File: src/rtl/sdram_read_master_if.sv
// Avalon-MM read bus plus the outgoing word stream of sdram_read_master.
// Modports: master = initiator/stream source, slave = SDRAM port/stream sink.
interface sdram_read_master_if #(
    parameter int ADDR_W = 32,
    parameter int DATA_W = 16
);
    logic [ADDR_W-1:0] m_address;
    logic              m_read;
    logic              m_waitrequest;
    logic [DATA_W-1:0] m_readdata;
    logic              m_readdatavalid;
    logic [DATA_W-1:0] out_data;
    logic              out_valid;
    logic              out_ready;

    modport master (
        output m_address, m_read,
        input  m_waitrequest, m_readdata, m_readdatavalid,
        output out_data, out_valid,
        input  out_ready
    );

    modport slave (
        input  m_address, m_read,
        output m_waitrequest, m_readdata, m_readdatavalid,
        input  out_data, out_valid,
        output out_ready
    );
endinterface

File: src/rtl/sdram_read_master.sv
// Pipelined Avalon-MM block reader with credit-limited issue into a FIFO.
// Ports: clk, reset_n, start/base_addr/length in, busy/done out, bus (master).
module sdram_read_master #(
    parameter int ADDR_W     = 32,
    parameter int DATA_W     = 16,
    parameter int LEN_W      = 16,
    parameter int FIFO_DEPTH = 8
) (
    input  logic              clk,
    input  logic              reset_n,
    input  logic              start,
    input  logic [ADDR_W-1:0] base_addr,
    input  logic [LEN_W-1:0]  length,
    output logic              busy,
    output logic              done,
    sdram_read_master_if.master bus
);
    localparam int PTR_W = $clog2(FIFO_DEPTH);
    localparam int CNT_W = PTR_W + 1;
    localparam logic [ADDR_W-1:0] STEP = ADDR_W'(DATA_W / 8);

    typedef enum logic [1:0] {IDLE, ISSUE, DRAIN} state_t;

    state_t             state_q, state_d;
    logic               done_q, done_d;
    logic               stall_q;
    logic [ADDR_W-1:0]  addr_q;
    logic [LEN_W-1:0]   issue_left_q;
    logic [LEN_W-1:0]   deliver_left_q;
    logic [CNT_W-1:0]   pending_q;
    logic [CNT_W-1:0]   count_q;
    logic [PTR_W-1:0]   wr_ptr_q;
    logic [PTR_W-1:0]   rd_ptr_q;
    logic [DATA_W-1:0]  mem [FIFO_DEPTH];

    logic               credit_ok;
    logic               rd_req;
    logic               accept;
    logic               push;
    logic               pop;
    logic               valid;
    logic               load;

    // pending + count bounds every word that may still land in the FIFO
    assign credit_ok = ({1'b0, pending_q} + {1'b0, count_q})
                       < (CNT_W + 1)'(FIFO_DEPTH);
    // a stalled request is held regardless of the current credit
    assign rd_req = (state_q == ISSUE) && (stall_q || credit_ok);
    assign accept = rd_req && !bus.m_waitrequest;
    assign push   = bus.m_readdatavalid && (pending_q != '0);
    assign valid  = (count_q != '0);
    assign pop    = valid && bus.out_ready;
    assign load   = (state_q == IDLE) && start && (length != '0);

    assign bus.m_read    = rd_req;
    assign bus.m_address = addr_q;
    assign bus.out_valid = valid;
    assign bus.out_data  = valid ? mem[rd_ptr_q] : '0;
    assign busy          = (state_q != IDLE);
    assign done          = done_q;

    always_comb begin
        state_d = state_q;
        done_d  = 1'b0;
        unique case (1'b1)
            state_q == IDLE: begin
                if (start) begin
                    if (length != '0) state_d = ISSUE;
                    else              done_d  = 1'b1;
                end
            end
            state_q == ISSUE: begin
                if (accept && issue_left_q == LEN_W'(1))
                    state_d = DRAIN;
            end
            state_q == DRAIN: begin
                if (pop && deliver_left_q == LEN_W'(1)) begin
                    state_d = IDLE;
                    done_d  = 1'b1;
                end
            end
            default: state_d = IDLE;
        endcase
    end

    always_ff @(posedge clk or negedge reset_n) begin
        if (!reset_n) begin
            state_q        <= IDLE;
            done_q         <= 1'b0;
            stall_q        <= 1'b0;
            addr_q         <= '0;
            issue_left_q   <= '0;
            deliver_left_q <= '0;
            pending_q      <= '0;
            count_q        <= '0;
            wr_ptr_q       <= '0;
            rd_ptr_q       <= '0;
        end else begin
            state_q <= state_d;
            done_q  <= done_d;
            stall_q <= rd_req && bus.m_waitrequest;
            if (load) begin
                addr_q         <= base_addr;
                issue_left_q   <= length;
                deliver_left_q <= length;
            end else begin
                if (accept) begin
                    addr_q       <= addr_q + STEP;
                    issue_left_q <= issue_left_q - LEN_W'(1);
                end
                if (pop)
                    deliver_left_q <= deliver_left_q - LEN_W'(1);
            end
            pending_q <= pending_q + CNT_W'(accept) - CNT_W'(push);
            count_q   <= count_q + CNT_W'(push) - CNT_W'(pop);
            if (push) wr_ptr_q <= wr_ptr_q + PTR_W'(1);
            if (pop)  rd_ptr_q <= rd_ptr_q + PTR_W'(1);
        end
    end

    // storage needs no reset: out_data is masked while the FIFO is empty
    always_ff @(posedge clk) begin
        if (push) mem[wr_ptr_q] <= bus.m_readdata;
    end
endmodule
File: src/flat_wrapper.sv
// flat-port wrapper written by rule: the top's interface ports become plain ports
module sdram_read_master_flat 
#(
    parameter int ADDR_W     = 32,
    parameter int DATA_W     = 16,
    parameter int LEN_W      = 16,
    parameter int FIFO_DEPTH = 8
)
  (clk, reset_n, start, base_addr, length, busy, done, bus_m_address, bus_m_read, bus_m_waitrequest, bus_m_readdata, bus_m_readdatavalid, bus_out_data, bus_out_valid, bus_out_ready);
  sdram_read_master_if #(.ADDR_W(ADDR_W), .DATA_W(DATA_W)) bus_i ();
  input  logic clk;
  input  logic reset_n;
  input  logic start;
  input  logic [ADDR_W-1:0] base_addr;
  input  logic [LEN_W-1:0] length;
  output logic busy;
  output logic done;
  output wire logic [$bits(bus_i.m_address)-1:0] bus_m_address;
  output wire logic [$bits(bus_i.m_read)-1:0] bus_m_read;
  input wire logic [$bits(bus_i.m_waitrequest)-1:0] bus_m_waitrequest;
  input wire logic [$bits(bus_i.m_readdata)-1:0] bus_m_readdata;
  input wire logic [$bits(bus_i.m_readdatavalid)-1:0] bus_m_readdatavalid;
  output wire logic [$bits(bus_i.out_data)-1:0] bus_out_data;
  output wire logic [$bits(bus_i.out_valid)-1:0] bus_out_valid;
  input wire logic [$bits(bus_i.out_ready)-1:0] bus_out_ready;
  assign bus_m_address = bus_i.m_address;
  assign bus_m_read = bus_i.m_read;
  assign bus_i.m_waitrequest = bus_m_waitrequest;
  assign bus_i.m_readdata = bus_m_readdata;
  assign bus_i.m_readdatavalid = bus_m_readdatavalid;
  assign bus_out_data = bus_i.out_data;
  assign bus_out_valid = bus_i.out_valid;
  assign bus_i.out_ready = bus_out_ready;
  sdram_read_master #(.ADDR_W(ADDR_W), .DATA_W(DATA_W), .LEN_W(LEN_W), .FIFO_DEPTH(FIFO_DEPTH)) u_core (.clk(clk), .reset_n(reset_n), .start(start), .base_addr(base_addr), .length(length), .busy(busy), .done(done), .bus(bus_i));
endmodule
File: config.mk
export PLATFORM = sky130hd
export DESIGN_NAME = sdram_read_master_flat
export DESIGN_NICKNAME = d
export VERILOG_FILES = /design/src/rtl/sdram_read_master_if.sv /design/src/rtl/sdram_read_master.sv /design/src/flat_wrapper.sv
export SDC_FILE = /design/constraint.sdc
export NUM_CORES = 1
export LEC_CHECK = 0
export CAP_MARGIN = 10
export CELL_PAD_IN_SITES_DETAIL_PLACEMENT = 0
export CELL_PAD_IN_SITES_GLOBAL_PLACEMENT = 1
export CORE_MARGIN = 5
export CORE_UTILIZATION = 40
export CTS_BUF_LIST = sky130_fd_sc_hd__clkbuf_8
export CTS_CLUSTER_SIZE = 40
export DETAILED_ROUTE_END_ITERATION = 16
export PLACE_DENSITY = 0.81
export SKIP_CTS_REPAIR_TIMING = 1
export SYNTH_ARGS = -nofsm -noshare
export SYNTH_HDL_FRONTEND = slang
export SYNTH_SLANG_ARGS = --single-unit
File: constraint.sdc
create_clock -name clk -period 3.78 [get_ports clk]
set_clock_uncertainty 0.15 [all_clocks]
set_input_delay 0.756 -clock clk [delete_from_list [all_inputs] [get_ports clk]]
set_output_delay 0.756 -clock clk [all_outputs]
set_load 0.05 [all_outputs]
==> flow_summary_export.csv <==
group,metric,value,unit
final_layout,area_growth,24.9,%
timing,setup_viol,0,
timing,tns,0,ns
floorplanning,row_count,56,
timing,timing.final.crit_share,0.942,
floorplanning,ios,122,
yosys,synthFlopType,"edfxtp_1",
yosys,synth_edf_count,128,
power,sequentialPowerShare,0.361,
setup_path,worst_path_largest_cell_delay,0.70,ns
power,share_comb_of_total_power,0.409,
global_routing,grt_max_degree,61,
drt,wl,22700,um
hold_path,hold_path.class,"input pin to asynchronous set/reset pin",
final_layout,nNetsFinal,970,
global_routing,grt_pass1_vias,6860,
timing,min_period,3.56,ns
clock_tree,root_buffer,"clkbuf_8",
drt,drtAntennaViolNets,0,
power,power_switching,3.81,mW
drt,dr.pass1.iters,5,
place,dp_hpwl,15300,um
power,p_clk_frac,0.230,
drt,vias_per_cell,5.37,
timing,worst_slack,0.219,ns
clock_tree,insertion_delay,0.53,ns
global_routing,grt_usage,0.170,
power,ir_worst_vdd,0.591,mV
setup_path,path_cells,"mux4_2, mux2i_1, nor2_1, clkdlybuf4s50_1",
setup_path,endpoint_kind,"output pin",
yosys,synth_compound_gate_area_share,0.0812,
timing,maxSlewHeadroom,0.368,
setup_path,startpoint_type,"flop",
power,p_leak,4.48,nW
floorplanning,design.core.area,23600,um^2
floorplanning,die_w,165,um
power,power,9.63,mW
setup_path,crit_arrival,2.65,ns
floorplanning,die-area,27300,um^2
drt,vias,6568,
job,drv_cap,0,
drt,drc_errors,0,
clock_tree,numCtsBuffers,35,
power,switching_share,0.396,
floorplanning,die_h,165,um
yosys,syn-num-nets,820,
place,gp_congestion,0.787,
drt,post_drt_wl_per_cell,18.6,um
timing,fmax,281,MHz
yosys,synth-simple-area-share,0.133,
yosys,synth_top_family_by_area,"simple AND/OR/NAND/NOR gates",
yosys,synthXorXnorAreaFrac,0.0254,
timing,tightestPinTransition,0.948,ns
yosys,yosys_warnings,0,
place,portBuffers,121,
final_layout,fillCellCount,2021,
clock_tree,worst_setup_hold_path_clk_slew,0.06,ns
yosys,syn_avg_cell_area,13.3,um^2
setup_path,cp_slowest_cell,"clkdlybuf4s50_1",
yosys,synth_mux_area_frac,0.0924,
clock_tree,numClockSinks,210,
drt,initialDrtViolationCount,430,
setup_path,path_class,"flop to output pin",
setup_path,critPathMaxFanout,15,
final_layout,layout-drive-gt1-share,0.160,
floorplanning,initial_utilization,0.409,
yosys,synthAdderAreaFrac,0.0301,
global_routing,antenna_found_initial,1,
clock_tree,cts_tree,"done",
global_routing,grt_pass1_wl,36800,um
final_layout,antenna_cells,0,
clock_tree,clock_path_buffers,3,
timing,hold_viol,0,
yosys,ys_async_sr_fraction,0.390,
global_routing,gr-total-overflow,0,
yosys,ys_ff_latch,210,
timing,rsz0062_at_grt,"false",
place,post-place-ws,0.499,ns
yosys,ys_seq_area_frac,0.611,
setup_path,cp.required,2.87,ns
outcome,status,"finished, final reports clean",
yosys,synthDistinctLibCells,65,
yosys,syn_inst,728,
timing,drv_slew,0,
yosys,netlist_area,9660,um^2
power,powerDensity,799,nW/um^2
clock_tree,htreeDepth,2,
power,internal_power,5.82,mW
area by class of cell:
class                   instances  area [um^2]  share of cell area
well taps                     319          399              0.0331
multi-input cells             456         3510               0.291
clock buffers                  40          551              0.0456
repair buffers                144         1360               0.113
clock inverters                23          233              0.0193
flip-flops and latches        210         5900               0.489
inverters                      31          116             0.00965
logic make-up after synthesis:
logic type	Yosys count
AND/OR/NAND/NOR	248
multiplexers	49
adder cells (fa/ha/maj)	22
XOR/XNOR	28
flip-flops	210
buffers and inverters	62
AO/OA/AOI/OAI	109
power groups by stage:
| stage | clock network [mW] | logic [mW] | registers, mW |
|---|---|---|---|
| floorplan | 0 | 2.67 | 3.57 |
| CTS | 2.27 | 4.00 | 3.47 |
| global route | 2.39 | 4.28 | 3.55 |
| finish | 2.22 | 3.94 | 3.47 |
| global placement | 0 | 3.93 | 3.50 |
| detailed placement | 0 | 3.98 | 3.51 |
critical path: cells and delay by family (launching register included):
| family | cells | cell delay, ns |
|---|---|---|
| mux | 2 | 0.72 |
| simple gates | 1 | 0.06 |
| buf+inv | 1 | 0.70 |
| flops | 1 | 0.66 |
Yosys cell counts (3+ instances only):
master    instances  area share
a211oi_1          3      0.0023
a21o_1            8      0.0062
a21oi_1          13      0.0067
a221o_1          12       0.012
a31oi_1           5      0.0032
and3_1            9      0.0058
buf_1             4      0.0016
buf_2             6      0.0031
buf_6             3      0.0035
clkbuf_1         17      0.0066
dfrtp_1          82        0.21
edfxtp_1        128        0.40
ha_1             20       0.026
inv_1            29       0.011
mux2i_1          16       0.017
mux4_2           32       0.075
nand2_1          70       0.027
nand2b_1          3      0.0019
nand3_1          31       0.016
nand4_1          14      0.0091
nor2_1           48       0.019
nor3_1           22       0.011
nor3b_1           4      0.0031
nor4_1           12      0.0078
nor4_2            3      0.0039
o211ai_1         18       0.014
o21ai_0          22       0.011
o21bai_1          4      0.0031
o311ai_0          3      0.0027
o311ai_1          4      0.0036
or3_1            16       0.010
xnor2_1          15       0.014
xor2_1           13       0.012
per-stage QoR:
| step | cells | hold WS [ns] | instance area [um^2] | utilization |
|---|---|---|---|---|
| after floorplan | 728 | 0.310 | 9660 | - |
| after global placement | 1160 | 0.313 | 11300 | 0.478 |
| after detailed placement | 1160 | 0.324 | 11300 | 0.478 |
| after CTS | 1223 | 0.177 | 12100 | 0.511 |
| after global routing | 1223 | 0.215 | 12100 | 0.511 |
| final | 1223 | 0.152 | 12100 | 0.511 |
layer usage:
metal | part of all wire | wire [um] | vias to the layer above | GRT usage
li1 | - | - | 3099 | -
met1 | 0.44 | 9920 | 3227 | 0.232
met2 | 0.49 | 11100 | 212 | 0.278
met3 | 0.064 | 1450 | 28 | 0.0400
met4 | 0.012 | 283 | 2 | 0.0394
met5 | 0.00048 | 11 | - | 0
path summary, 6_finish.rpt:
check                                                    start                              endpoint  slack, ns  cells past startpoint
min in group clk           u_core.bus.m_address[0]$_DFFE_PN0P_   u_core.bus.m_address[0]$_DFFE_PN0P_       0.34                      2
max                             u_core.rd_ptr_q[0]$_DFFE_PN0N_                       bus_out_data[6]       0.22                      4
max in group asynchronous                              reset_n        u_core.wr_ptr_q[1]$_DFFE_PN0P_       2.59                      2
min reg2reg                u_core.bus.m_address[0]$_DFFE_PN0P_   u_core.bus.m_address[0]$_DFFE_PN0P_       0.34                      2
min                                                    reset_n  u_core.bus.m_address[31]$_DFFE_PN0P_       0.15                      1
max reg2reg                        u_core.count_q[1]$_DFF_PN0_         u_core.pending_q[2]$_DFF_PN0_       0.68                      9
flip-flops by register name (all words and copies together), names as in the netlist, 2 cells and up:
register and cells:
u_core.deliver_left_q 16, u_core.issue_left_q 16, u_core.pending_q 4, u_core.bus.m_address 32, u_core.wr_ptr_q 3, u_core.rd_ptr_q 3, u_core.mem 128, u_core.state_q 2
u_core.count_q 4
layout by cell type, fill, tap and decap left out, types with 16 or more instances in the layout:
cell | synthesis | routed
nand2_1 | 70 | 70
nor2_1 | 48 | 48
clkdlybuf4s50_1 | 0 | 107
o211ai_1 | 18 | 18
or3_1 | 16 | 16
edfxtp_1 | 128 | 128
mux2i_1 | 16 | 16
dfrtp_1 | 82 | 81
buf_4 | 1 | 36
nor3_1 | 22 | 20
clkbuf_8 | 0 | 40
o21ai_0 | 22 | 22
ha_1 | 20 | 20
mux4_2 | 32 | 32
inv_1 | 29 | 31
nand3_1 | 31 | 31
Power figures use the tool's default switching activity.
